--- config.mk ---
export PLATFORM = sky130hd
export DESIGN_NAME = eprisc_ttl_uart_tx
export DESIGN_NICKNAME = d
export VERILOG_FILES = /design/src/rtl/eprisc_ttl_uart_tx.sv
export SDC_FILE = /design/constraint.sdc
export NUM_CORES = 1
export LEC_CHECK = 0
export CORE_MARGIN = 4
export CORE_UTILIZATION = 45
export CTS_BUF_LIST = sky130_fd_sc_hd__clkbuf_16
export DETAILED_ROUTE_END_ITERATION = 16
export GPL_TIMING_DRIVEN = 0
export PLACE_DENSITY = 0.62
export SLEW_MARGIN = 20
export SYNTH_ARGS = -nofsm -noshare
export SYNTH_HDL_FRONTEND = slang
export SYNTH_SLANG_ARGS = --single-unit
export TNS_END_PERCENT = 20
--- constraint.sdc ---
create_clock -name iBoardClock -period 3.9 [get_ports iBoardClock]
set_clock_uncertainty 0.1 [all_clocks]
set_input_delay 0.975 -clock iBoardClock [delete_from_list [all_inputs] [get_ports iBoardClock]]
set_output_delay 0.975 -clock iBoardClock [all_outputs]
set_load 0.005 [all_outputs]
--- src/rtl/eprisc_ttl_uart_tx.sv ---
// 8N1 UART transmitter driving oTTLSerialTX from a small byte FIFO.
// Bytes leave LSB-first, one bit per CLOCKS_PER_BIT clocks, with no gap between queued frames.
module eprisc_ttl_uart_tx #(
   parameter int unsigned CLOCKS_PER_BIT  = 256,
   parameter int unsigned FIFO_DEPTH_LOG2 = 3
) (
   input  logic                     iBoardClock,
   input  logic                     iBoardReset,
   input  logic [7:0]               iTxData,
   input  logic                     iTxWrite,
   input  logic                     iTxHold,
   output logic                     oTTLSerialTX,
   output logic                     oTxFull,
   output logic                     oTxEmpty,
   output logic [FIFO_DEPTH_LOG2:0] oTxCount,
   output logic                     oTxBusy,
   output logic                     oTxDone
);
   localparam int unsigned DEPTH     = 1 << FIFO_DEPTH_LOG2;
   localparam int unsigned BAUD_MAX  = CLOCKS_PER_BIT - 1;
   localparam logic [15:0] BAUD_LAST = BAUD_MAX[15:0];
   localparam logic [FIFO_DEPTH_LOG2:0]   CNT_FULL = DEPTH[FIFO_DEPTH_LOG2:0];
   localparam logic [FIFO_DEPTH_LOG2:0]   CNT_ONE  = 1;
   localparam logic [FIFO_DEPTH_LOG2-1:0] PTR_ONE  = 1;

   typedef enum logic [1:0] {IDLE, START, DATA, STOP} state_t;

   state_t                     state_q, state_d;
   logic [15:0]                baud_q, baud_d;
   logic [2:0]                 bit_q, bit_d;
   logic [7:0]                 shift_q, shift_d;
   logic                       tx_q, tx_d;
   logic [7:0]                 mem_q [DEPTH];
   logic [FIFO_DEPTH_LOG2-1:0] wr_ptr_q, rd_ptr_q;
   logic [FIFO_DEPTH_LOG2:0]   count_q, count_d;
   logic                       full, empty, push, pop, baud_done;

   // Full is taken from the registered count, so a pop never frees a slot for a same-cycle write.
   assign full      = (count_q == CNT_FULL);
   assign empty     = (count_q == '0);
   assign push      = iTxWrite && !full;
   assign baud_done = (baud_q == BAUD_LAST);

   always_comb begin
      state_d = state_q;
      bit_d   = bit_q;
      shift_d = shift_q;
      pop     = 1'b0;
      case (state_q)
         IDLE: begin
            if (!empty && !iTxHold) begin
               state_d = START;
               pop     = 1'b1;
            end
         end
         START: begin
            if (baud_done) begin
               state_d = DATA;
               bit_d   = '0;
            end
         end
         DATA: begin
            if (baud_done) begin
               shift_d = {1'b0, shift_q[7:1]};
               bit_d   = bit_q + 3'd1;
               if (bit_q == 3'd7) state_d = STOP;
            end
         end
         STOP: begin
            if (baud_done) begin
               if (!empty && !iTxHold) begin
                  state_d = START;
                  pop     = 1'b1;
               end else begin
                  state_d = IDLE;
               end
            end
         end
         default: state_d = IDLE;
      endcase

      if (pop) shift_d = mem_q[rd_ptr_q];

      baud_d = (state_d != state_q || baud_done || state_q == IDLE) ? '0 : baud_q + 16'd1;

      count_d = count_q;
      if (push && !pop)      count_d = count_q + CNT_ONE;
      else if (!push && pop) count_d = count_q - CNT_ONE;

      // Line is computed from the next state so it changes on the same edge as the FSM.
      case (state_d)
         START:   tx_d = 1'b0;
         DATA:    tx_d = shift_d[0];
         default: tx_d = 1'b1;
      endcase
   end

   always_ff @(posedge iBoardClock) begin
      if (iBoardReset) begin
         state_q  <= IDLE;
         baud_q   <= '0;
         bit_q    <= '0;
         tx_q     <= 1'b1;
         wr_ptr_q <= '0;
         rd_ptr_q <= '0;
         count_q  <= '0;
      end else begin
         state_q <= state_d;
         baud_q  <= baud_d;
         bit_q   <= bit_d;
         tx_q    <= tx_d;
         count_q <= count_d;
         if (push) wr_ptr_q <= wr_ptr_q + PTR_ONE;
         if (pop)  rd_ptr_q <= rd_ptr_q + PTR_ONE;
      end
   end

   always_ff @(posedge iBoardClock) begin
      shift_q <= shift_d;
      if (push) mem_q[wr_ptr_q] <= iTxData;
   end

   assign oTTLSerialTX = tx_q;
   assign oTxFull      = full;
   assign oTxEmpty     = empty;
   assign oTxCount     = count_q;
   assign oTxBusy      = (state_q != IDLE);
   assign oTxDone      = (state_q == STOP) && baud_done;
endmodule
; Yosys cells after proc, flatten, opt, wreduce, memory -nomap -nowiden
; Memories as Yosys holds them, arrays and structs flattened. A register that Yosys moved wholly into a read port is not among the register bits.
; Cells that the tools add are included.
[word_totals]
n_memories = 1
register_bits = 40
mem_bits_rw = 64
output_inout_bits = 9
wordCells = 72
input_bits = 12
[mem_list]
columns = memory, depth, width, read_ports, rd_clocked_by_memory_dff, write_ports, line
row1 = mem_q, 8, 8, 1, 1, 1, 33  ; logic [7:0] mem_q [DEPTH];
[op_classes]
n_eq_ne = 11
add_sub_neg = 6
muxes = 23
n_reduce_logical = 22
[ops]
columns = op, count
row1 = two-way mux 8 bit, 3
row2 = "adder 16 x 1 -> 16 bit, second input constant", 1
row3 = "== test 16 x 8 -> 1 bit, second input constant", 1
row4 = two-way mux 3 bit, 4
row5 = two-way mux 2 bit, 5
row6 = nonzero test 2 bit, 5
row7 = "adder 3 x 1 -> 3 bit, second input constant", 3
row8 = two-way mux 4 bit, 2
row9 = case mux 2 bit (4 select lines), 1
row10 = "== test 2 bit, second input constant", 3
row11 = case mux 3 bit (2 select lines), 1
row12 = logical AND 1 bit, 5
row13 = logical NOT 1 bit, 5
row14 = two-way mux 1 bit, 5
row15 = "adder 4 x 1 -> 4 bit, second input constant", 1
row16 = "== test 2 x 1 -> 1 bit, second input constant", 2
row17 = "== test 4 bit, second input constant", 1
row18 = logical NOT 4 bit, 1
row19 = "inequality test 2 bit, second input constant", 2
row20 = case mux 1 bit (2 select lines), 2
row21 = "subtractor 4 x 1 -> 4 bit, second input constant", 1
row22 = "== test 3 bit, second input constant", 1
row23 = AND reduction 3 bit, 1
row24 = logical NOT 2 bit, 1
row25 = other kinds (4), 5

; Depth between registers and ports, before layout
; Gate-level depths: netlist (run 1).
[logic_depth]
word_depth = 10
mapped_depth = 13
ltp_nobuf = 12

; Worst setup path before layout (run 1)
; Ideal clock, no wire load.
[synth_timing]
path_kind = reg-to-reg
start = reg baud_q[9]
end = reg count_q[3], in the netlist oTxCount[3]
required_ps = 3730
arrival_ps = 3101
stages_incl_launch_ff = 13
n_path_buf = 1
setup_ps = 70
period_less_slack_ps = 3271
path_slack_ps = 629
path_cell_list = dfxtp_1 > or4_4 > nor4_2 > o21ai_4 > clkbuf_1 > ha_1 > inv_1 > ha_1 > a21o_1 > a21oi_1 > xnor2_1 > or3_1 > a21oi_1
[synth_via]
elab_chain_len = 6
word_cells_on_any_way = 8
classes_between = 1 x eq/ne / 3 x mux / 4 x reduce/logical
[synth_lines]
columns = element, line
row1 = "start, declared", 29  ; logic [15:0] baud_q, baud_d;
row2 = "start signal, assigned", 109  ; baud_q <= baud_d;
row3 = == test 16 x 8 -> 1 bit (*), 42  ; assign baud_done = (baud_q == BAUD_LAST);
row4 = two-way mux 1 bit (*), 70  ; if (baud_done) begin
row5 = case mux 1 bit (2 select lines) (*), 49  ; case (state_q)
row6 = logical NOT 1 bit, 87  ; if (push && !pop) count_d = count_q + CNT_ONE;
row7 = logical AND 1 bit, 87
row8 = two-way mux 4 bit or nonzero test 2 bit (tied branches), --
row9 = "end signal, assigned", 112  ; count_q <= count_d;
row10 = "end, declared", 35  ; logic [FIFO_DEPTH_LOG2:0] count_q, count_d;
; Every way passes the cells marked *; elsewhere a longest branch is shown, timed or not.
; A chain may end at the register's enable or synchronous reset.

; Worst setup path in the final report (run 1)
[layout_timing]
start = in iTxHold
end = reg count_q[3], in the netlist oTxCount[3]
[layout_via]
elab_chain_len = 8
word_cells_on_any_way = 10
classes_between = 4 x mux / 6 x reduce/logical
[layout_lines]
columns = element, line
row1 = "start, declared", 11  ; input logic iTxHold,
row2 = logical NOT 1 bit (*), "51, 71"
row3 = logical AND 1 bit (*), "51, 71"
row4 = two-way mux 1 bit (*), "51, 71"
row5 = two-way mux 1 bit, 70
row6 = case mux 1 bit (2 select lines) (*), 49
row7 = logical NOT 1 bit, 87
row8 = logical AND 1 bit, 87
row9 = two-way mux 4 bit or nonzero test 2 bit (tied branches), --
; Marks and branches as above.

==> impl_metrics.env, run 1 <==
export IMPL_gp_congestion=0.772
export IMPL_grt_pass1_vias=2597
export IMPL_setup_tns_ps=0
export IMPL_cts_resized_gates=0
export IMPL_drc=0
export IMPL_critical_path_class="input port to flop"
export IMPL_wl_per_cell_um=15.7
export IMPL_first_pass_iters=4
export IMPL_cts_tree="yes"
export IMPL_instances_no_fill=496
export IMPL_slew_violations=0
export IMPL_hold_viol=0
export IMPL_holdWs_ps=369
export IMPL_drive_gt1_share_pct=14.9
export IMPL_worstPathCellList="clkdlybuf4s50_1 -> nor3_1 -> o21ai_4 -> clkbuf_1 -> ha_1 -> inv_1 -> ha_1 -> a21o_1 -> a21oi_1 -> xnor2_1 -> or3_1 -> a21oi_1"
export IMPL_seq_area_frac_synth_pct=63.2
export IMPL_status="complete, no violations"
export IMPL_p_sw_share_pct=28.7
export IMPL_vias=2592
export IMPL_cellLeakagePower_nw=1.73
export IMPL_cp_max_fo=10
export IMPL_grt_pass1_wl_mm=13.2
export IMPL_fp_row_count=36
export IMPL_clock_latency_ps=350
export IMPL_cts_root_buf="clkbuf_16"
export IMPL_setup_viol=0
export IMPL_crit_family="buffers and inverters"
export IMPL_netlist_top_cells_area="edfxtp_1, dfxtp_1, mux4_2"
export IMPL_clkTransAtPathRegs_ps=70
export IMPL_p_per_area_nw_per_um2=622
export IMPL_cap_viol_max_count=0
export IMPL_ys_flop_type="edfxtp_1"
export IMPL_cts_buffers=9
export IMPL_worst_ir_drop_vdd_v=0.000359
export IMPL_synth_fp_nets=349
export IMPL_cts_sinks=107
export IMPL_ys_async_sr_fraction_pct=0
export IMPL_core_area_sq_um=9770
export IMPL_cp_arrival_ps=3820
export IMPL_power_share_sequential_pct=43.3
export IMPL_cp_start_kind="input port"
export IMPL_post_place_ws_ps=-125
export IMPL_synthTopCellsByCount="edfxtp_1, nor2_1, dfxtp_1"
export IMPL_design_portCount=21
export IMPL_grt_antenna_before_repair=0
export IMPL_critPathMaxStageDelay_ps=460
export IMPL_required_ps=4080
export IMPL_h_tree_depth=3
export IMPL_relSlewSlack_pct=43.5
export IMPL_setup_ws_ps=251
export IMPL_dp_cells=480
export IMPL_stdcell_area_sq_um=5280
export IMPL_fillers=849
export IMPL_utilization_pct=54.0
export IMPL_period_needed_ps=3650
export IMPL_placed_area_sq_um=4930
export IMPL_intPower_mw=2.34
export IMPL_power_mw=3.28
export IMPL_synth_area_per_cell_sq_um=13.9
export IMPL_antenna_cells=0
export IMPL_worst_pin_slew_ps=844
export IMPL_ys_types=39
export IMPL_yosys_area_top_type_share_pct=47.2
export IMPL_portBuffers=19
export IMPL_clockBufferDepth=2
export IMPL_post_cts_buffers=0
export IMPL_p_sw_mw=0.943
export IMPL_hpwl_mm=5.45
export IMPL_synth_top_area_cell="edfxtp_1"
export IMPL_yosysMostFrequentCell="edfxtp_1"
export IMPL_yosysWarningCount=0
export IMPL_grt_start_max_net_pins=22
export IMPL_hold_buffers=0
export IMPL_routed_via_density=5.23
export IMPL_synthCells=324
export IMPL_ys_seq_elements=107
export IMPL_layout_nets=383
export IMPL_power_share_clock_pct=31.1
export IMPL_postRouteWirelength_mm=7.77
export IMPL_rsz0062_at_grt="false"
export IMPL_min_path_type="flop to flop"
export IMPL_grtUsageTotal_pct=14.8
export IMPL_die_w_um=108
export IMPL_grt_overflow_total=0
export IMPL_crit_buf_inv=3
export IMPL_die_area_sq_um=11700
export IMPL_syn_area_sq_um=4510
export IMPL_ant_nets=0
export IMPL_worst_path_max_delay_cell="clkdlybuf4s50_1"
export IMPL_period_share_pct=93.6
export IMPL_first_iter_violations=156
export IMPL_dieHeight_um=108
export IMPL_comb_power_share_pct=25.6
export IMPL_start_util_pct=46.2
export IMPL_area_delta_synth_final_pct=17.0
export IMPL_fmax_ghz=0.274
export IMPL_synth_edf_count=71
export IMPL_endpoint_kind="flop"
routing by layer:
layer | GRT usage (%) | part of all wire (%)
met5 | 0 | 0
met1 | 18.6 | 45
met3 | 3.94 | 2.8
met2 | 25.3 | 51
met4 | 4.06 | 1.2
power groups by stage:
stage	registers, mW	clock network (mW)	logic, mW
global route	1.44	1.10	0.937
finish	1.42	1.02	0.840
detailed placement	1.45	0	0.856
global placement	1.44	0	0.827
CTS	1.43	1.05	0.859
floorplan	1.43	0	0.592
final cells by class:
| type | count | area [sq um] | area share, % |
|---|---|---|---|
| plain buffers | 12 | 47.5 | 0.900 |
| clock buffers | 9 | 225 | 4.27 |
| clock inverters | 7 | 129 | 2.44 |
| inverters | 10 | 37.5 | 0.711 |
| multi-input cells | 195 | 1600 | 30.3 |
| flip-flops and latches | 107 | 2850 | 54.0 |
| well taps | 133 | 166 | 3.15 |
| repair buffers | 23 | 220 | 4.17 |
final timing paths:
path | endpoint | from | slack (ps) | cells past startpoint
max | oTxCount[3] | iTxHold | 250 | 12
min | baud_q[0] | baud_q[0] | 370 | 1
max reg2reg | oTxCount[3] | baud_q[9] | 290 | 12
min reg2reg | baud_q[0] | baud_q[0] | 370 | 1
cells by family (layout without fill, tap and decap cells):
kind of cell    Yosys count  count (layout)  synth area share, %
xor+xnor                 20              20                 3.88
flops                   107             107                 63.2
buf+inv                  22              61                 1.89
fa+ha+maj                13              13                 3.77
compound gates           30              30                 4.30
simple gates            102             102                 11.6
mux                      30              30                 11.4
state kept, by name, summed over array words and instances (netlist names), named ones only:
register	count
mem_q	64
baud_q	16
shift_q	8
oTxCount	4
bit_q	3
rd_ptr_q	3
wr_ptr_q	3
state_q	2
oTTLSerialTX	1
placed cells by master, fill, tap and decap left out, types with 9 or more instances in the layout:
cell type / instances
ha_1: 12
nand2_1: 13
mux2i_1: 13
xnor2_1: 10
clkdlybuf4s50_1: 19
inv_1: 10
nand3_1: 15
xor2_1: 10
dfxtp_1: 36
nor2_1: 44
mux4_2: 16
clkbuf_16: 9
edfxtp_1: 71
Power figures use the tool's default switching activity.
==> run 2, diff against run 1 <==
--- a/config.mk
+++ b/config.mk
@@ -11,6 +11,7 @@
 export DETAILED_ROUTE_END_ITERATION = 16
 export GPL_TIMING_DRIVEN = 0
 export PLACE_DENSITY = 0.62
+export SKIP_CTS_REPAIR_TIMING = 1
 export SLEW_MARGIN = 20
 export SYNTH_ARGS = -nofsm -noshare
 export SYNTH_HDL_FRONTEND = slang
==> results of run 2 <==
The final DEF is identical to that of run 1; final timing and power are the same.
